$ cat src/rtl/rll_key_pkg.sv
// Shared types and helpers for the serial key loader.
package rll_key_pkg;

   typedef enum logic [2:0] {
      IDLE,
      LOAD,
      CHECK,
      ARMED,
      LOCKOUT
   } state_e;

   localparam int FAIL_CNT_W = 4;
   localparam int PAR_VEC_W  = 257;

   // Callers zero-pad to PAR_VEC_W; the padding never changes the result.
   function automatic logic even_parity(input logic [PAR_VEC_W-1:0] v);
      return ~^v;
   endfunction

endpackage

$ cat src/rtl/rll_key_shreg.sv
// Indexed-write beat register: each write lands at the current beat index.
module rll_key_shreg #(
   parameter int W = 16
) (
   input  logic       clk,
   input  logic       rst,
   input  logic       clr,
   input  logic       wr_en,
   input  logic       bit_in,
   output logic [W:0] data,
   output logic       full
);

   localparam int CW = $clog2(W + 2);

   logic [W:0]    data_q, data_d;
   logic [CW-1:0] cnt_q, cnt_d;

   always_comb begin
      data_d = data_q;
      cnt_d  = cnt_q;
      if (clr) begin
         data_d = '0;
         cnt_d  = '0;
      end else if (wr_en) begin
         for (int i = 0; i <= W; i++) begin
            if (cnt_q == CW'(i)) data_d[i] = bit_in;
         end
         cnt_d = cnt_q + CW'(1);
      end
   end

   always_ff @(posedge clk) begin
      if (rst) begin
         data_q <= '0;
         cnt_q  <= '0;
      end else begin
         data_q <= data_d;
         cnt_q  <= cnt_d;
      end
   end

   assign data = data_q;
   // All key bits are in; the next beat is the parity bit.
   assign full = (cnt_q == CW'(W));

endmodule

$ cat src/rtl/rll_key_loader.sv
// Serial key loader: shifts in key + parity, arms the locked netlist's key bus,
// and locks out after repeated parity failures.
module rll_key_loader
   import rll_key_pkg::*;
#(
   parameter int                  KEY_WIDTH = 16,
   parameter logic [KEY_WIDTH-1:0] DECOY_KEY = '0,
   parameter int                  MAX_FAILS = 3
) (
   input  logic                  clk,
   input  logic                  rst,
   input  logic                  key_bit,
   input  logic                  key_valid,
   output logic                  key_ready,
   input  logic                  clear,
   output logic [KEY_WIDTH-1:0]  key_out,
   output logic                  key_armed,
   output logic [FAIL_CNT_W-1:0] fail_cnt,
   output logic                  locked_out
);

   state_e                  state_q, state_d;
   logic [KEY_WIDTH-1:0]    key_out_q, key_out_d;
   logic                    key_armed_q, key_armed_d;
   logic [FAIL_CNT_W-1:0]   fail_cnt_q, fail_cnt_d;
   logic                    locked_q, locked_d;

   logic                    beat;
   logic                    load_clr;
   logic                    sh_wr;
   logic                    sh_clr;
   logic                    sh_full;
   logic [KEY_WIDTH:0]      sh_data;
   logic [PAR_VEC_W-1:0]    par_vec;
   logic                    par_ok;

   assign key_ready = (state_q == IDLE) || (state_q == LOAD);
   assign beat      = key_valid && key_ready;
   assign load_clr  = (state_q == LOAD) && clear;
   assign sh_wr     = beat && !load_clr;
   assign sh_clr    = load_clr || (state_q == CHECK);

   rll_key_shreg #(
      .W(KEY_WIDTH)
   ) u_shreg (
      .clk   (clk),
      .rst   (rst),
      .clr   (sh_clr),
      .wr_en (sh_wr),
      .bit_in(key_bit),
      .data  (sh_data),
      .full  (sh_full)
   );

   always_comb begin
      par_vec              = '0;
      par_vec[KEY_WIDTH:0] = sh_data;
      par_ok               = even_parity(par_vec);
   end

   always_comb begin
      state_d     = state_q;
      key_out_d   = key_out_q;
      key_armed_d = key_armed_q;
      fail_cnt_d  = fail_cnt_q;
      locked_d    = locked_q;
      unique case (state_q)
         IDLE: begin
            if (beat) state_d = LOAD;
         end
         LOAD: begin
            if (clear) state_d = IDLE;
            else if (beat && sh_full) state_d = CHECK;
         end
         CHECK: begin
            if (par_ok) begin
               state_d     = ARMED;
               key_out_d   = sh_data[KEY_WIDTH-1:0];
               key_armed_d = 1'b1;
            end else begin
               fail_cnt_d = fail_cnt_q + FAIL_CNT_W'(1);
               if (int'(fail_cnt_q) + 1 >= MAX_FAILS) begin
                  state_d  = LOCKOUT;
                  locked_d = 1'b1;
               end else begin
                  state_d = IDLE;
               end
            end
         end
         ARMED: begin
            if (clear) begin
               state_d     = IDLE;
               key_out_d   = DECOY_KEY;
               key_armed_d = 1'b0;
            end
         end
         LOCKOUT: begin
            state_d = LOCKOUT;
         end
         default: begin
            state_d = IDLE;
         end
      endcase
   end

   always_ff @(posedge clk) begin
      if (rst) begin
         state_q     <= IDLE;
         key_out_q   <= DECOY_KEY;
         key_armed_q <= 1'b0;
         fail_cnt_q  <= '0;
         locked_q    <= 1'b0;
      end else begin
         state_q     <= state_d;
         key_out_q   <= key_out_d;
         key_armed_q <= key_armed_d;
         fail_cnt_q  <= fail_cnt_d;
         locked_q    <= locked_d;
      end
   end

   assign key_out    = key_out_q;
   assign key_armed  = key_armed_q;
   assign fail_cnt   = fail_cnt_q;
   assign locked_out = locked_q;

endmodule

$ cat config.mk
export PLATFORM = sky130hd
export DESIGN_NAME = rll_key_loader
export DESIGN_NICKNAME = d
export VERILOG_FILES = /design/src/rtl/rll_key_pkg.sv /design/src/rtl/rll_key_shreg.sv /design/src/rtl/rll_key_loader.sv
export SDC_FILE = /design/constraint.sdc
export NUM_CORES = 1
export LEC_CHECK = 0
export CAP_MARGIN = 30
export CORE_MARGIN = 2
export CORE_UTILIZATION = 49
export DETAILED_ROUTE_END_ITERATION = 12
export PLACE_DENSITY_LB_ADDON = 0.12
export SKIP_CTS_REPAIR_TIMING = 1
export SYNTH_ARGS = -nofsm -noshare
export SYNTH_HDL_FRONTEND = slang
export SYNTH_SLANG_ARGS = --single-unit
$ cat constraint.sdc
create_clock -name clk -period 2 [get_ports clk]
set_clock_uncertainty 0.1 [all_clocks]
set_input_delay 0.2 -clock clk [delete_from_list [all_inputs] [get_ports clk]]
set_output_delay 0.2 -clock clk [all_outputs]
set_load 0.01 [all_outputs]
---- After elaboration in Yosys (flattened, before gate mapping) ----
Cells that the tools add are included.
storage, ports and cells
  register bits ........................... 47
  input bits .............................. 5
  output and inout port bits .............. 23
  word-level logic and storage cells ...... 98
operators by class
  add/sub/neg operators ................... 3
  magnitude comparators ................... 1
  equality and inequality tests ........... 24
  mux-type cells .......................... 13
  bitwise operators ....................... 1
  reduce and logical (&&, ||, !) cells .... 33
operator list
  operator             count
  $reduce_xnor 257->1  1
  $eq 5x4->1 const B   8
  $reduce_and 2->1     18
  $mux 16              2
  $pmux 16 s2          1
  $eq 5x3->1 const B   4
  $mux 3               6
  $pmux 3 s5           1
  $eq 5x2->1 const B   2
  $reduce_and 3->1     3
  $eq 3x2->1 const B   2
  $ne 2x2->1 const B   3
  $add 4x1->5 const B  1
  $add 5x1->5 const B  1
  $eq 5x1->1 const B   1
  $eq 5x5->1 const B   1
  $ge 5x2->1 const B   1
  $logic_not 5->1      1
  $add 4x1->4 const B  1
  $logic_and 1x1->1    4
  $eq 3x1->1 const B   1
  $eq 3x3->1 const B   1
  $logic_not 3->1      1
  $ne 3x2->1 const B   1
  7 further kinds      9

---- Longest topological paths before layout ----
  word-level depth ........................ 7
  gate-level depth with buffers ........... 7
  gate-level depth less buffers ........... 6

---- Hierarchy ----
Synthesis repeated with hierarchy kept, for this count alone.
unflattened totals
  cells, all modules ...................... 257
  area, all modules ....................... 2381.0 µm²
modules (own cells, without submodules)
  module          times used  cells an instance  area each (µm²)  seq. area each (µm²)
  rll_key_loader  1           144                1282.5           500.5
  rll_key_shreg   1           113                1098.6           440.4

---- Worst setup path before layout ----
Ideal clock, no wire load.
  path kind ............................... register -> register
  start ................................... register u_shreg.data_q[9], in the netlist u_shreg.data[9]
  end ..................................... register fail_cnt_q[0], in the netlist fail_cnt[0]
  library setup time ...................... 121 ps
  arrival ................................. 1955 ps
  required time ........................... 1779 ps
  setup slack ............................. -175 ps
  stages on the path, launching flop included .. 6
  path buffers ............................ 0
  clock period less this slack ............ 2175 ps
  cell sequence ........................... dfxtp_1 -> xnor3_1 -> xnor3_2 -> xnor3_2 -> and2b_2 -> mux2_2
on the way
  longest elaborated chain between the ends .. 3
ends and longest elaborated chain
  item                               line                   RTL
  from (decl)                        rll_key_shreg.sv:16    logic [W:0] data_q, data_d;
  from (signal assigned)             rll_key_shreg.sv:38    data_q <= data_d;
  $reduce_xnor 257->1                rll_key_pkg.sv:17      return ~^v;
  $not 1->1 (no source line)         n/a
  $reduce_and 2->1 (no source line)  n/a
  to (signal assigned)               rll_key_loader.sv:117  fail_cnt_q <= fail_cnt_d;
  to (decl)                          rll_key_loader.sv:25   logic [FAIL_CNT_W-1:0] fail_cnt_q, fail_cnt_d;
Every way passes these cells.
A chain may end at the register's enable or synchronous reset.

---- Worst setup path after layout ----
  start ................................... register u_shreg.data_q[6], in the netlist u_shreg.data[6]
  end ..................................... register fail_cnt_q[3], in the netlist fail_cnt[3]
Same word-level chain as after synthesis.

==> impl_metrics.py <==
metrics = {
    "logic_synthesis": {
        "syn_area_per_cell_um2": 9.09,
        "synth_seq_area_share_pct": 41.2,
        "dominantRegCellSynth": "dfxtp_1",
        "synth_edf_count": 0,
        "syn_area_um2": 2280,
        "synth_cell_types": 37,
        "synth_cells": 251,
        "synthTopCellsByArea": "dfxtp_1 (41%), mux2i_1 (14%), nand2_1 (6.4%)",
        "syn_nets": 263,
        "synth_area_leader_cell": "dfxtp_1",
        "synth-seq-cells": 47,
        "netlist.area_leader.share_pct": 41.2,
        "async_flop_share_pct": 0,
        "synth_warnings": 0,
    },
    "clocking": {
        "clkLatencyLatePin_ns": 0.29,
        "cts_sinks": 47,
        "cts_tree": "yes",
        "path_clk_slew_ns": 0.08,
        "htree_levels": 2,
        "clock_path_buffers": 2,
        "cts_made_buffers": 5,
        "root_buffer": "clkbuf_8",
    },
    "critical_path": {
        "end_kind": "flip-flop",
        "crit_buf_inv": 1,
        "rr_startpoint": "u_shreg.data[6]$_SDFFE_PP0P_",
        "crit_chain": "xnor2_2 > xnor3_1 > xnor3_2 > buf_4 > or3_1 > a21oi_1",
        "startpoint": "u_shreg.data[6]$_SDFFE_PP0P_",
        "crit_path_end": "fail_cnt[3]$_SDFFE_PP0P_",
        "startpoint_type": "flip-flop",
        "crit_required_ns": 2.13,
        "path_max_fanout": 5,
        "cp_top_family": "XOR/XNOR gates",
        "worstSetupPathType": "reg2reg",
        "reg2regPathDepth": 6,
        "cp.arrival_ns": 2.25,
        "slowest_stage": "xnor3_1",
        "slowest_delay_ns": 0.42,
        "r2r_setup_slack_ns": -0.12,
        "r2r_end": "fail_cnt[3]$_SDFFE_PP0P_",
        "cp.depth": 6,
    },
    "job": {
        "drv_cap": 0,
    },
    "grt": {
        "grt_pass1_wl_um": 7580,
        "grt_use_total_pct": 18.8,
        "grt_pass1_vias": 1624,
        "grt_antenna_before_repair": 0,
        "grt_overflow": 0,
        "grt_max_degree": 25,
    },
    "placement": {
        "dpl_worst_slack_ns": -0.124,
        "dp_cells": 341,
        "hpwl_um": 3260,
        "io_buffers": 27,
        "placedInstanceArea_um2": 2770,
        "gp_congestion": 0.752,
    },
    "sta": {
        "worst_slack_ns": -0.121,
        "fmax_mhz": 471,
        "relSlewSlack_pct": 74.3,
        "final-hold-violation-count": 0,
        "finalSetupViolations": 7,
        "final.min_clock_period_ns": 2.12,
        "worstMarginPinSlew_ns": 0.383,
        "finalCritPeriodShare_pct": 106,
        "rsz0062_at_grt": "yes",
        "drv_slew": 0,
    },
    "hold_path": {
        "hold_class": "reg2reg",
    },
    "layout": {
        "drive_gt1_share_pct": 14.9,
        "fin_area_um2": 2890,
        "final_cell_mix": "dfxtp_1 (45), nand2_1 (39), mux2i_1 (33), nor2_1 (32), clkdlybuf4s50_1 (27)",
        "num-fill-cells": 377,
        "utilization_pct": 65.4,
        "diodes": 0,
        "fin_nets": 308,
        "final_common_cell": "dfxtp_1",
        "syn_to_final_growth_pct": 26.5,
        "layout.cells.non_filler": 348,
    },
    "drt": {
        "drt-initial-drc-count": 96,
        "wl_per_cell_um": 12.9,
        "route.detailed.drc": 0,
        "first_pass_iters": 4,
        "ant_nets": 0,
        "num_vias": 1800,
        "vias_per_cell": 5.17,
        "drt_wl_total_um": 4490,
    },
    "floorplanning": {
        "dieArea_um2": 5220,
        "fp.dieW_um": 72.2,
        "rows": 24,
        "initial_core_util_pct": 51.7,
        "coreArea_um2": 4410,
        "die_h_um": 72.2,
        "io_pins": 28,
    },
    "status": {
        "status": "finished, violations left",
        "violations": "negative setup slack",
    },
    "pwr": {
        "p_total_mw": 1.79,
        "p_leak_nw": 1.32,
        "ir_drop_mv": 0.513,
        "powerDensity_nw_per_um2": 621,
    },
}
[worst min-delay path by stage]
stage                                   startpoint                  endpoint  cells past startpoint
after floorplan                          key_valid   state_q[0]$_SDFFE_PP0P_                      2
after global placement    key_out[10]$_SDFFE_PP0P_  key_out[10]$_SDFFE_PP0P_                      2
after detailed placement  key_out[10]$_SDFFE_PP0P_  key_out[10]$_SDFFE_PP0P_                      2
after CTS                  key_out[9]$_SDFFE_PP0P_   key_out[9]$_SDFFE_PP0P_                      2
after global routing       key_out[7]$_SDFFE_PP0P_   key_out[7]$_SDFFE_PP0P_                      2
final                      key_out[9]$_SDFFE_PP0P_   key_out[9]$_SDFFE_PP0P_                      2
[area by class of cell]
| cell class | count | area, µm² | share of cell area [%] |
|---|---|---|---|
| Clock buffer | 6 | 72.6 | 2.51 |
| Clock inverter | 1 | 30.0 | 1.04 |
| Inverter | 5 | 18.8 | 0.650 |
| Multi-Input combinational cell | 183 | 1270 | 44.1 |
| Sequential cell | 47 | 943 | 32.7 |
| Tap cell | 52 | 65.1 | 2.25 |
| Timing Repair Buffer | 54 | 485 | 16.8 |
[synthesized netlist by cell type (all sizes together) (2+ instances only)]
library cell   n
dfxtp         47
inv            5
xor2           3
and3           2
mux2i         33
nand4          9
buf            2
xnor3          4
or3            2
xnor2          8
ha             7
nand4b         3
nor2b          9
nand2         40
nor2          32
clkbuf        14
nand3          8
a21oi          6
o21ai          3
[tightest hold or removal path, cell delays in order, from the launching register on]
cell     delay (ns)
dfxtp_1        0.31
nand2_1        0.05
mux2i_1        0.05
[routing by layer]
metal / routed length [µm] / GRT usage (%)
met1: 2240 / 26.3
met2: 2060 / 29.1
met3: 141 / 3.75
met4: 43 / 6.29
met5: 0 / 0
[metrics by stage]
stage | hold slack, ns | setup TNS [ns]
5_1_grt | 0.382 | -2.55
3_5_place_dp | 0.350 | -0.374
3_3_place_gp | 0.344 | -1.49
4_1_cts | 0.363 | -0.862
6_report | 0.358 | -0.360
2_1_floorplan | 0.297 | -0.0764
[flip-flops by register name, indices dropped and copies added (netlist names)]
| signal | cells |
|---|---|
| key_out | 16 |
| u_shreg.data | 17 |
| fail_cnt | 4 |
| key_armed | 1 |
| u_shreg.cnt_q | 5 |
| locked_out | 1 |
| state_q | 3 |
[kinds of logic after synthesis]
kind of cell / share of synthesized area [%]
mux: 15.0
fa+ha+maj: 3.84
xor+xnor: 8.28
simple gates: 23.0
flops: 41.2
buf+inv: 3.84
compound gates: 4.88
[power by group]
| part | internal, mW | switching, mW | total, mW |
|---|---|---|---|
| combinational | 0.0752 | 0.0958 | 0.171 |
| clock | 0.366 | 0.296 | 0.663 |
| sequential | 0.946 | 0.0139 | 0.960 |
| total | 1.39 | 0.406 | 1.79 |
Note: power is estimated with default switching activity, not from simulation.
